**config.mk**
```make
export PLATFORM = sky130hd
export DESIGN_NAME = cpu_sequencer
export DESIGN_NICKNAME = d
export VERILOG_FILES = /design/src/rtl/cpu_pkg.sv /design/src/rtl/ctl_decode.sv /design/src/rtl/cpu_sequencer.sv
export SDC_FILE = /design/constraint.sdc
export NUM_CORES = 1
export LEC_CHECK = 0
export CAP_MARGIN = 40
export CORE_MARGIN = 8
export CORE_UTILIZATION = 42
export CTS_CLUSTER_SIZE = 25
export DETAILED_ROUTE_END_ITERATION = 12
export GPL_ROUTABILITY_DRIVEN = 0
export HOLD_SLACK_MARGIN = 0.15
export PLACE_DENSITY_LB_ADDON = 0.15
export SLEW_MARGIN = 20
export SYNTH_ARGS = -nofsm -noshare
export SYNTH_HDL_FRONTEND = slang
export SYNTH_SLANG_ARGS = --single-unit
export TNS_END_PERCENT = 1
```
**constraint.sdc**
```tcl
create_clock -name clk -period 1.7 [get_ports clk]
set_input_delay 0.255 -clock clk [delete_from_list [all_inputs] [get_ports clk]]
set_output_delay 0.255 -clock clk [all_outputs]
set_load 0.01 [all_outputs]
```
**src/rtl/cpu_pkg.sv**
```systemverilog
// cpu_pkg: shared opcode/phase types and width defaults for the VeriRISC sequencer
package cpu_pkg;
    localparam int AW_DEF = 5;
    localparam int DW_DEF = 8;
    typedef enum logic [2:0] {HLT, SKZ, ADD, AND, XOR, LDA, STO, JMP} opcode_t;
    typedef enum logic [2:0] {
        INST_ADDR, INST_FETCH, INST_LOAD, IDLE, OP_ADDR, OP_FETCH, ALU_OP, STORE
    } phase_t;
endpackage

```
**src/rtl/ctl_decode.sv**
```systemverilog
// ctl_decode: combinational map from (phase, opcode, zero, halt) to the control strobe set
module ctl_decode
    import cpu_pkg::*;
(
    input  phase_t  phase,
    input  opcode_t op,
    input  logic    zero,
    input  logic    halt,
    output logic    mem_read,
    output logic    mem_write,
    output logic    ld_ac,
    output logic    data_e,
    output logic    ld_ir,
    output logic    inc_pc,
    output logic    ld_pc,
    output logic    set_halt
);
    logic aluop, run, late;
    always_comb begin
        aluop     = op inside {ADD, AND, XOR, LDA};
        run       = !halt;
        late      = phase inside {ALU_OP, STORE};
        mem_read  = run && (phase inside {INST_FETCH, INST_LOAD, IDLE} ||
                            (aluop && phase inside {OP_FETCH, ALU_OP, STORE}));
        mem_write = run && op == STO && phase == STORE;
        ld_ac     = run && aluop && phase == STORE;
        data_e    = run && op == STO && late;
        ld_ir     = run && phase inside {INST_LOAD, IDLE};
        // SKZ skips by taking a second increment after the normal one
        inc_pc    = run && ((phase == OP_ADDR && op != HLT) ||
                            (phase == ALU_OP && op == SKZ && zero));
        ld_pc     = run && op == JMP && late;
        set_halt  = run && op == HLT && phase == OP_ADDR;
    end
endmodule

```
**src/rtl/cpu_sequencer.sv**
```systemverilog
// cpu_sequencer: VeriRISC fetch/execute sequencer holding phase, PC, IR and halt state
module cpu_sequencer
    import cpu_pkg::*;
#(
    parameter int AW = AW_DEF,
    parameter int DW = DW_DEF
) (
    input  logic          clk,
    input  logic          rst_,
    input  logic [DW-1:0] mem_data_out,
    input  logic          zero,
    output logic [AW-1:0] mem_addr,
    output logic          mem_read,
    output logic          mem_write,
    output logic          ld_ac,
    output logic          data_e,
    output logic [2:0]    opcode,
    output logic [AW-1:0] pc,
    output logic          halt
);
    phase_t        phase_q, phase_d;
    logic [AW-1:0] pc_q, pc_d;
    logic [DW-1:0] ir_q, ir_d;
    logic          halt_q, halt_d;
    logic          ld_ir, inc_pc, ld_pc, set_halt;

    ctl_decode u_dec (
        .phase    (phase_q),
        .op       (opcode_t'(ir_q[DW-1:DW-3])),
        .zero     (zero),
        .halt     (halt_q),
        .mem_read (mem_read),
        .mem_write(mem_write),
        .ld_ac    (ld_ac),
        .data_e   (data_e),
        .ld_ir    (ld_ir),
        .inc_pc   (inc_pc),
        .ld_pc    (ld_pc),
        .set_halt (set_halt)
    );

    always_comb begin
        phase_d = halt_q ? phase_q : phase_t'(phase_q + 3'd1);
        pc_d    = ld_pc ? ir_q[AW-1:0] : inc_pc ? pc_q + AW'(1) : pc_q;
        ir_d    = ld_ir ? mem_data_out : ir_q;
        halt_d  = halt_q || set_halt;
    end

    always_ff @(posedge clk) begin
        if (!rst_) begin
            phase_q <= INST_ADDR;
            pc_q    <= '0;
            ir_q    <= '0;
            halt_q  <= 1'b0;
        end else begin
            phase_q <= phase_d;
            pc_q    <= pc_d;
            ir_q    <= ir_d;
            halt_q  <= halt_d;
        end
    end

    assign mem_addr = phase_q < OP_ADDR ? pc_q : ir_q[AW-1:0];
    assign opcode   = ir_q[DW-1:DW-3];
    assign pc       = pc_q;
    assign halt     = halt_q;
endmodule

```
Yosys cells after proc, flatten, opt, wreduce, memory -nomap -nowiden
Cells that the tools add are included.
{"block": "word_totals", "word_cells": 52, "register_bits": 17, "in_bits": 11}
{"block": "op_classes", "n_eq_ne": 14, "n_reduce_logical": 28, "addsub": 2, "n_mux": 3, "n_lt_le_gt_ge": 1}
{"op": "== test 3 bit, second input constant", "n": 8}
{"op": "logical AND 1 bit", "n": 16}
{"op": "2-to-1 mux 5 bit", "n": 3}
{"op": "== test 3 x 2 -> 1 bit, second input constant", "n": 4}
{"op": "nonzero test 3 bit", "n": 3}
{"op": "== test 3 x 1 -> 1 bit, second input constant", "n": 2}
{"op": "nonzero test 2 bit", "n": 3}
{"op": "adder 5 x 1 -> 5 bit, second input constant", "n": 1}
{"op": "nonzero test 4 bit", "n": 1}
{"op": "adder 3 x 1 -> 3 bit, second input constant", "n": 1}
{"op": "zero test 3 bit", "n": 1}
{"op": "logical OR 1 bit", "n": 3}
{"op": "less-than comparator 3 bit, second input constant", "n": 1}
{"op": "zero test 1 bit", "n": 1}

Logic depth before layout (Yosys ltp)
Gate-level depths: netlist (run 1).
{"block": "depth", "depth_word": 7, "ltp_mapped": 7, "mapped_depth_nobuf": 6}

Modules after synthesis
Synthesis (run 1) repeated with hierarchy kept, for this count alone.
{"block": "hier_totals", "cells_unflattened": 91, "hier_area_um2": 902.1}
{"module": "cpu_sequencer", "cells_each": 75, "n_inst": 1, "area_each_um2": 777.0}
{"module": "ctl_decode", "cells_each": 16, "n_inst": 1, "area_each_um2": 125.1}

Worst setup path before layout (run 1)
OpenSTA, ideal clock, no wires.
{"block": "synth_path", "path_kind": "reg2reg", "from": "reg phase_q[0]", "to": "reg pc_q[3] (netlist: pc[3])", "path_stages_with_launch": 7, "synth_period_minus_slack_ns": 1.624, "arrival_time_ns": 1.502, "required_ns": 1.578, "setup_slack_ns": 0.076, "cell_sequence": "dfxtp_1 inv_1 ha_1 nand2_1 o32ai_4 a41oi_1 o311a_1"}
{"block": "synth_between", "elab_chain_len": 6, "elab_cells_between_ends": 12, "classes_between": "eq/ne: 3; mux: 1; reduce/logical: 8"}
{"element": "from (decl)", "line_no": "cpu_sequencer.sv:21", "source": "phase_t phase_q, phase_d;"}
{"element": "from (signal assigned)", "line_no": "cpu_sequencer.sv:56", "source": "phase_q <= phase_d;"}
{"element": "== test 3 bit", "line_no": "ctl_decode.sv:22, ctl_decode.sv:31"}
{"element": "logical AND 1 bit (2 in a row)", "line_no": "ctl_decode.sv:31", "source": "(phase == ALU_OP && op == SKZ && zero));"}
{"element": "logical OR 1 bit", "line_no": "ctl_decode.sv:30", "source": "inc_pc = run && ((phase == OP_ADDR && op != HLT) ||"}
{"element": "logical AND 1 bit", "line_no": "ctl_decode.sv:30"}
{"element": "nonzero test 2 bit (no source line)"}
{"element": "to (signal assigned)", "line_no": "cpu_sequencer.sv:57", "source": "pc_q <= pc_d;"}
{"element": "to (decl)", "line_no": "cpu_sequencer.sv:22", "source": "logic [AW-1:0] pc_q, pc_d;"}
Several ways; a longest one is shown, not always the timed one.
A chain may end at the register's enable or synchronous reset.

Final worst setup path (run 1)
Same ends and word-level chain as after synthesis.

==> run metrics, run 1 <==
die extent in x 65.3 microns; Die Ht 65.3 microns; post-route ant nets 0; met1 track demand over resource 0.160; most frequent cells in the layout buf_4 (22), clkdlybuf4s50_1 (19), dfxtp_1 (13); clk slew on worst S/H paths 0.11 ns; Max Slew Vio Count 0; drt wl/cell 14.6 microns; CP Capture Type flip-flop; final worst slack -0.0412 ns; fin util 0.639; CTS Root Cell clkbuf_4; Filler Cell Count 225; CP max FO 4; Final HPWL DP 2040 microns; DRC viols 0; Final Hold Vio Count 0; Reg2Reg Setup Slack -0.04 ns; R2R Path Start phase_q[0]; synth unique cells 36; CTS tree done; post-synth net total 127; Post-Syn Area 1020 sq um; CTS Hold Buffers Added 0; final net count 178; Setup WS pre-CTS -0.200 ns; number of synthesized register bits 17; setup tns final -0.0779 ns; # H-tree levels 1; global routing usage on met3 0.0357; failing checks setup timing; initial cell density of the core 0.427; Fin Hold WS 0.542 ns; synthesis-to-finish area growth 49.6%; Num CTS Buffers 3; synthesized area per cell 9.36 sq um; largest net degree at the start of global routing 18; r2r worst-path depth 8; r2r endpoint pc[3]; GRT overflow 0; area occupied by registers 350 sq um; post-route clock period utilization 1.02; largest cells by area after synthesis dfxtp_1 (33%), mux2i_1 (9.8%), ha_1 (8.6%); GRT Overall Usage 0.135; commonest non-fill, non-tap cell in the layout buf_4; busiest grt layer met2; Worst Max-Slew Pin Slew 0.527 ns; max frequency 574 MHz; number of global-route vias before repair 992; Clock Tree Buf Depth 2; core area 2390 sq um; sequential fraction of the synthesis area 0.334; status complete, but fails checks; Tightest Hold Check Type reg -> reg; WHS Endpoint ir_q[1]; initial antenna violation count 0; min Tclk post-route 1.74 ns; share of cells above drive strength 1 0.314; Max-Cap Viols 0; Leak 0.619 nW; RSZ-0062 raised after global routing yes; Setup violations, final 2; # port buffers 28; Hold Crit Start ir_q[1]; Hold Path Depth 2; Startpoint Class flip-flop; global-route wire length before repair 4660 microns; vias per cell 5.06; area share of the largest cell type after synthesis 0.334; Critical Path RT 1.89 ns; Critical Path AT 1.93 ns; total number of vias 956; First-pass DRT Iterations 3; GR Layer Usage met2 0.228; Synth Instances 109; clk_skew 0.00349 ns; routed wire length 2750 microns; footprint of the multi-input gates 654 sq um; synth warn 0; Peak VDD IR 0.489 mV; crit path kind reg -> reg; initial DRC count 32; Die Area 4260 sq um; io pins 29; Power Density 718 nW/um^2; Max-slew headroom 0.648; Synth area leader dfxtp_1; ANT cells 0; clk sinks 17; # rows 18; worst skew pair latency 0.29 ns
-- how the worst max path moves through the flow --
stage | from | end | slack (ns) | cells after the start
after floorplan | phase_q[0] | pc[3] | 0.08 | 6
after global placement | phase_q[0] | mem_read | -0.16 | 6
after detailed placement | phase_q[0] | mem_read | -0.20 | 6
after CTS | phase_q[0] | data_e | -0.1 | 5
after global routing | phase_q[0] | mem_read | -0.13 | 6
final | phase_q[0] | pc[3] | -0.04 | 8
-- worst max-delay path: stages, from the launching register on --
cell      delay [ns]
dfxtp_4         0.38
inv_1           0.06
buf_4           0.13
ha_1            0.21
nand3b_1        0.13
o32ai_4         0.11
buf_4           0.15
nor3b_2         0.14
o311a_1         0.33
-- repair_timing --
| action | 4_1_cts | 5_1_grt |
|---|---|---|
| pin swaps | 0 | 5 |
| cloned | 0 | 0 |
| gates resized for setup | 27 | 16 |
| setup buffers | 1 | 0 |
| endpoints found under the setup margin | 12 | 18 |
-- flip-flops by register name, indices dropped and copies added (netlist names) --
name,flops
phase_q,3
ir_q,8
pc,5
halt,1
-- layer usage --
metal | wire (microns) | up-vias
li1 | - | 491
met1 | 1200 | 443
met2 | 1400 | 18
met3 | 119 | 4
met4 | 29 | 0
met5 | 0 | -
-- final cells by class --
class | count | share of cell area
clock buffer | 4 | 0.0172
inverter | 6 | 0.0148
multi-input combinational | 80 | 0.429
sequential | 17 | 0.230
tap | 30 | 0.0246
timing repair buffer | 52 | 0.285
-- per-stage QoR --
stage	area, sq um	power (mW)	cells
3_5_place_dp	1480	0.866	184
5_1_grt	1530	1.17	189
3_3_place_gp	1480	0.853	184
6_report	1530	1.10	189
4_1_cts	1500	1.09	189
2_1_floorplan	1020	0.674	109
-- cells by family (layout without fill, tap and decap cells) --
family | after synthesis | in the layout | share of synthesized area
buffers and inverters | 12 | 62 | 0.0564
AOI/OAI and AO/OA | 21 | 21 | 0.150
xor gates and xnor gates | 2 | 2 | 0.0172
DFF | 17 | 17 | 0.334
muxes | 13 | 13 | 0.131
adders and majority gates | 7 | 7 | 0.0859
and+or+nand+nor | 37 | 37 | 0.226
-- report_power, final --
group | switching [mW] | total (mW) | internal (mW)
Clock | 0.137 | 0.228 | 0.0913
Combinational | 0.165 | 0.390 | 0.225
Sequential | 0.0387 | 0.477 | 0.438
Total | 0.341 | 1.10 | 0.755
-- synthesized netlist by cell type (all sizes together) --
cell type,number
a31oi,3
xor2,1
and3b,1
a211oi,1
a41oi,1
and2,2
o21ai,9
and4,1
a21oi,3
and3,2
dfxtp,17
nor2,1
o311a,1
clkbuf,2
mux2i,10
inv,6
nand3,2
nor3,5
nor3b,2
nand2b,2
xnor2,1
or3,1
buf,4
nand2,4
nor2b,10
mux2,3
nand4b,1
a21o,2
ha,7
nand3b,2
nand4bb,1
o32ai,1
Note: power is estimated with default switching activity, not from simulation.
==> run 2, diff against run 1 <==
--- a/config.mk
+++ b/config.mk
@@ -13,6 +13,7 @@
 export GPL_ROUTABILITY_DRIVEN = 0
 export HOLD_SLACK_MARGIN = 0.15
 export PLACE_DENSITY_LB_ADDON = 0.15
+export RECOVER_POWER = 25
 export SLEW_MARGIN = 20
 export SYNTH_ARGS = -nofsm -noshare
 export SYNTH_HDL_FRONTEND = slang
==> run 2 against run 1 <==
Against the previous run: fmax unchanged; the flow still finishes with violations (setup timing); critical endpoint unchanged; largest cell class unchanged; setup slack stayed put; count of clock-buffer cells in the layout is the same.
==> run metrics, run 2 (same netlist as run 1, synthesis figures left out) <==
DP Cell Count 184 (unchanged); initial DRC count 32 (unchanged); routed wire length 2750 microns (unchanged); Peak VDD IR 0.489 mV (about the same); Final HPWL DP 2040 microns (unchanged); ANT cells 0 (unchanged); Top Family by Delay on Critical Path compound AO/OA/AOI/OAI gates (unchanged); failing checks setup timing (unchanged); total number of vias 956 (unchanged); die extent in x 65.3 microns (unchanged); final net count 178 (unchanged); CP Buf/Inv Count 3 (unchanged); CP max FO 4 (unchanged); max frequency 574 MHz (unchanged); post-route clock period utilization 1.02 (unchanged); vias per cell 5.06 (unchanged); global-route wire length before repair 4660 microns (unchanged); crit path kind reg -> reg (unchanged); max FFs per register 8 (unchanged); CP Cell Sequence inv_1 -> buf_4 -> ha_1 -> nand3b_1 -> o32ai_4 -> buf_4 -> nor3b_2 -> o311a_1 (unchanged); number of global-route vias before repair 992 (unchanged); post-route ant nets 0 (unchanged); min Tclk post-route 1.74 ns (unchanged); fin util 0.639 (unchanged); core area 2390 sq um (unchanged); Setup WS pre-CTS -0.200 ns (unchanged); Die Area 4260 sq um (unchanged); CTS tree done (unchanged); final worst slack -0.0412 ns (unchanged); share of cells above drive strength 1 0.314 (unchanged); setup tns final -0.0779 ns (unchanged); initial cell density of the core 0.427 (unchanged); CP max stage cell dfxtp_4 (unchanged); # rows 18 (unchanged); Worst path most repeated cell buf_4 (unchanged); Power Density 718 nW/um^2 (about the same); footprint of the multi-input gates 654 sq um (unchanged); largest net degree at the start of global routing 18 (unchanged); synthesis-to-finish area growth 49.6% (unchanged); commonest non-fill, non-tap cell in the layout buf_4 (unchanged); GRT Overall Usage 0.135 (unchanged); drt wl/cell 14.6 microns (unchanged); CP Capture Type flip-flop (unchanged); Critical Path RT 1.89 ns (about the same); Tightest Hold Check Type reg -> reg (unchanged); Clock Tree Buf Depth 2 (unchanged); Num CTS Buffers 3 (unchanged); initial antenna violation count 0 (unchanged); CTS Root Cell clkbuf_4 (unchanged); clk slew on worst S/H paths 0.11 ns (about the same); Leak 0.619 nW (about the same); Max Slew Vio Count 0 (unchanged); clk_skew 0.00349 ns (unchanged); area occupied by registers 350 sq um (unchanged); Die Ht 65.3 microns (unchanged); io pins 29 (unchanged); Max-Cap Viols 0 (unchanged); # port buffers 28 (unchanged); most frequent cells in the layout buf_4 (22), clkdlybuf4s50_1 (18), dfxtp_1 (13) (was buf_4 (22), clkdlybuf4s50_1 (19), dfxtp_1 (13)); Final Hold Vio Count 0 (unchanged); worst skew pair latency 0.29 ns (about the same); Reg2Reg Setup Slack -0.04 ns (about the same); Filler Cell Count 225 (unchanged); Critical Path AT 1.93 ns (about the same); status complete, but fails checks (unchanged); Setup violations, final 2 (unchanged); RSZ-0062 raised after global routing yes (unchanged); post-route insts no fill 189 (unchanged); Worst Max-Slew Pin Slew 0.532 ns (was 0.527 ns); Max-slew headroom 0.644 (was 0.648); Biggest register ir_q (unchanged); DRC viols 0 (unchanged); # H-tree levels 1 (unchanged); GRT overflow 0 (unchanged); CTS Hold Buffers Added 0 (unchanged); clk sinks 17 (unchanged); Startpoint Class flip-flop (unchanged); crit-path max cell delay 0.38 ns (about the same); First-pass DRT Iterations 3 (unchanged)
## run 2: changes by cell type in the layout (fill, tap and decap cells not counted), sizes merged
cell           change
clkdlybuf4s50      -1
dlygate4sd3        +1
## run 2: cell type report
cell class              instances  share of cell area
well taps                      30              0.0246
inverters                       6              0.0148
repair buffers                 52               0.285
clock buffers                   4              0.0172
multi-input cells              80               0.429
flip-flops and latches         17               0.230
## run 2: final timing paths
kind              startpoint       to  depth (start not counted)
hold reg to reg      ir_q[1]  ir_q[1]                          2
setup reg to reg  phase_q[0]    pc[3]                          8
setup / recovery  phase_q[0]    pc[3]                          8
hold / removal       ir_q[1]  ir_q[1]                          2
## run 2: timing repair
| action | CTS | global route |
|---|---|---|
| pin swaps | 0 | 5 |
| cloned | 0 | 0 |
| gates resized for setup | 27 | 16 |
| endpoints found under the setup margin | 12 | 18 |
| setup buffers | 1 | 0 |
## run 2: report_power, final
part | internal, mW | switching [mW] | leakage, nW
Sequential | 0.438 | 0.0387 | 0.140
Clock | 0.0913 | 0.137 | 0.0150
Combinational | 0.225 | 0.165 | 0.464
## run 2: per-stage QoR
step / area (sq um) / hold WS (ns) / power [mW]
CTS: 1500 / 0.548 / 1.09
detailed placement: 1480 / 0.533 / 0.866
global placement: 1480 / 0.515 / 0.853
finish: 1530 / 0.542 / 1.09
floorplan: 1020 / 0.383 / 0.674
global route: 1530 / 0.587 / 1.17
## run 2: per-layer routing
metal / GRT usage / part of all wire / up-vias
met1: 0.160 / 0.44 / 443
met5: 0 / 0 / -
li1: - / - / 491
met2: 0.228 / 0.51 / 18
met4: 0.0490 / 0.011 / 0
met3: 0.0357 / 0.043 / 4
## run 2: worst register-to-register path: cells and delay by family (launching register included)
kind / cells / cell delay, ns
buffers and inverters: 3 / 0.34
adder cells (fa/ha/maj): 1 / 0.21
AO/OA/AOI/OAI: 2 / 0.44
flip-flops: 1 / 0.38
AND/OR/NAND/NOR: 2 / 0.27
==> run 3, diff against run 2 <==
--- a/config.mk
+++ b/config.mk
@@ -8,6 +8,7 @@
 export CAP_MARGIN = 40
 export CORE_MARGIN = 8
 export CORE_UTILIZATION = 42
+export CTS_BUF_LIST = sky130_fd_sc_hd__clkbuf_4 sky130_fd_sc_hd__clkbuf_8 sky130_fd_sc_hd__clkbuf_16
 export CTS_CLUSTER_SIZE = 25
 export DETAILED_ROUTE_END_ITERATION = 12
 export GPL_ROUTABILITY_DRIVEN = 0
@@ -18,4 +19,4 @@
 export SYNTH_ARGS = -nofsm -noshare
 export SYNTH_HDL_FRONTEND = slang
 export SYNTH_SLANG_ARGS = --single-unit
-export TNS_END_PERCENT = 1
+export TNS_END_PERCENT = 5
==> run 3 against run 2 <==
Against the previous run: the flow still finishes with violations (setup timing); flip-flop and latch count is the same; via count grew 0.84%; power grew 1.2%; clock skew shrank 0.0011 ns; count of clock-buffer cells in the layout is the same; cell area grew 0.57%; clock power grew 5%; global-route usage is essentially flat; first-iteration DRC count grew 9.4%; die area is the same; core utilization grew 0.37 points; register-to-register slack is essentially flat; critical endpoint unchanged.
==> run metrics, run 3 (same netlist as run 1, synthesis figures left out) <==
commonest non-fill, non-tap cell in the layout buf_4 (unchanged); Fin Hold WS 0.541 ns (was 0.542 ns); Setup violations, final 2 (unchanged); # H-tree levels 1 (unchanged); CP Cell Sequence inv_1 -> buf_4 -> ha_1 -> nand3b_1 -> o32ai_4 -> buf_4 -> nor3b_2 -> o311a_1 (unchanged); area occupied by registers 350 sq um (unchanged); number of global-route vias before repair 998 (was 992); GRT Overall Usage 0.134 (was 0.135); initial DRC count 35 (was 32); Worst path most repeated cell buf_4 (unchanged); CP max FO 4 (unchanged); M1 WL 1190 microns (was 1200 microns); routed wire length 2750 microns (about the same); Num CTS Buffers 3 (unchanged); core area 2390 sq um (unchanged); top sig layer met4 (unchanged); clk slew on worst S/H paths 0.10 ns (was 0.11 ns); max FFs per register 8 (unchanged); Peak VDD IR 0.483 mV (was 0.489 mV); final worst slack -0.0414 ns (was -0.0412 ns); largest net degree at the start of global routing 18 (unchanged); ANT cells 0 (unchanged); clk sinks 17 (unchanged); io pins 29 (unchanged); # rows 18 (unchanged); footprint of the multi-input gates 654 sq um (unchanged); min Tclk post-route 1.74 ns (about the same); Max-slew headroom 0.659 (was 0.644); Power Density 722 nW/um^2 (was 718 nW/um^2); CP max stage cell dfxtp_4 (unchanged); Biggest register ir_q (unchanged); CP Buf/Inv Count 3 (unchanged); Max-Cap Viols 0 (unchanged); switching share of total power 0.305 (was 0.311); P_int 0.771 mW (was 0.754 mW); initial antenna violation count 0 (unchanged); crit path kind reg -> reg (unchanged); total number of vias 964 (was 956); share of cells above drive strength 1 0.314 (unchanged); die extent in x 65.3 microns (unchanged); Max Slew Vio Count 0 (unchanged); Critical Path RT 1.89 ns (about the same); # port buffers 28 (unchanged); Clock Tree Buf Depth 2 (unchanged); Die Area 4260 sq um (unchanged); Filler Cell Count 222 (was 225); post-route insts no fill 189 (unchanged); Hold Path Depth 2 (unchanged); Flop pwr share 0.431 (was 0.436); vias per cell 5.10 (was 5.06); worst skew pair latency 0.29 ns (about the same); final net count 178 (unchanged); Crit path depth 8 (unchanged); post-route ant nets 0 (unchanged); First-pass DRT Iterations 4 (was 3); CP Capture Type flip-flop (unchanged); CTS Root Cell clkbuf_4 (unchanged); total power 1.11 mW (was 1.09 mW); setup tns final -0.0716 ns (was -0.0779 ns); Leak 0.622 nW (was 0.619 nW); failing checks setup timing (unchanged); DRC viols 0 (unchanged); Net Sw Power 0.337 mW (was 0.341 mW); CTS Hold Buffers Added 0 (unchanged); CTS tree done (unchanged); post-route clock period utilization 1.02 (about the same); Worst Max-Slew Pin Slew 0.510 ns (was 0.532 ns); synthesis-to-finish area growth 50.4% (was 49.6%); Top Family by Delay on Critical Path compound AO/OA/AOI/OAI gates (unchanged); Tightest Hold Check Type reg -> reg (unchanged); r2r worst-path depth 8 (unchanged); routed wl met3 122 microns (was 119 microns); DP Cell Count 184 (unchanged); GRT overflow 0 (unchanged); crit-path max cell delay 0.38 ns (about the same); Final Hold Vio Count 0 (unchanged); drt wl/cell 14.5 microns (was 14.6 microns); max frequency 574 MHz (about the same); Critical Path AT 1.93 ns (about the same); Die Ht 65.3 microns (unchanged); Startpoint Class flip-flop (unchanged); status complete, but fails checks (unchanged); global-route wire length before repair 4660 microns (about the same); Clk pwr share 0.217 (was 0.208); fin util 0.643 (was 0.639); met2 wire length 1400 microns (about the same); initial cell density of the core 0.427 (unchanged); most frequent cells in the layout buf_4 (22), clkdlybuf4s50_1 (18), dfxtp_1 (13) (unchanged); combinational share of power 0.353 (was 0.356); Final HPWL DP 2040 microns (unchanged); clk_skew 0.00234 ns (was 0.00349 ns); RSZ-0062 raised after global routing yes (unchanged)
==> run 3: cell count changes in the layout (fill, tap and decap cells not counted) <==
cell             delta
clkbuf_2            -1
clkbuf_4            +1
clkbuf_1            -1
clkdlybuf4s15_1     +1
==> run 3: final cells by class <==
| cell class | instances | area share |
|---|---|---|
| clock buffers | 4 | 0.0196 |
| multi-input cells | 80 | 0.427 |
| repair buffers | 52 | 0.286 |
| flip-flops and latches | 17 | 0.228 |
| inverters | 6 | 0.0147 |
| well taps | 30 | 0.0245 |
==> run 3: repair_timing <==
item                                    4_1_cts  5_1_grt
setup buffers                                 1        0
pin swaps                                     0        5
resized for setup                            27       15
endpoints found under the hold margin         0        0
endpoints found under the setup margin       11       18
==> run 3: final timing paths <==
| kind | from | endpoint | slack (ns) |
|---|---|---|---|
| min reg2reg | ir_q[1] | ir_q[1] | 0.54 |
| min | ir_q[1] | ir_q[1] | 0.54 |
| max reg2reg | phase_q[0] | pc[3] | -0.04 |
| max | phase_q[0] | pc[3] | -0.04 |
==> run 3: worst min-delay path, delay by kind of cell, from the launching register on <==
kind | cells | cell delay, ns
DFF | 1 | 0.33
muxes | 1 | 0.12
and+or+nand+nor | 1 | 0.06
==> run 3: stage by stage <==
step	cell area [sq um]	setup WS (ns)
final	1530	-0.0414
after global routing	1530	-0.126
after CTS	1510	-0.0978
after detailed placement	1480	-0.200
after global placement	1480	-0.158
after floorplan	1020	0.0762
==> run 3: power by group through the flow <==
stage	Clock [mW]	Combinational, mW	Sequential, mW
2_1_floorplan	0	0.197	0.477
5_1_grt	0.267	0.431	0.485
3_5_place_dp	0	0.388	0.478
4_1_cts	0.246	0.388	0.472
3_3_place_gp	0	0.378	0.475
6_report	0.240	0.391	0.477
==> run 3: metal layers <==
metal / GRT usage / up-vias
met5: 0 / -
met4: 0.0490 / 0
met3: 0.0357 / 4
met2: 0.230 / 20
met1: 0.157 / 449
li1: - / 491
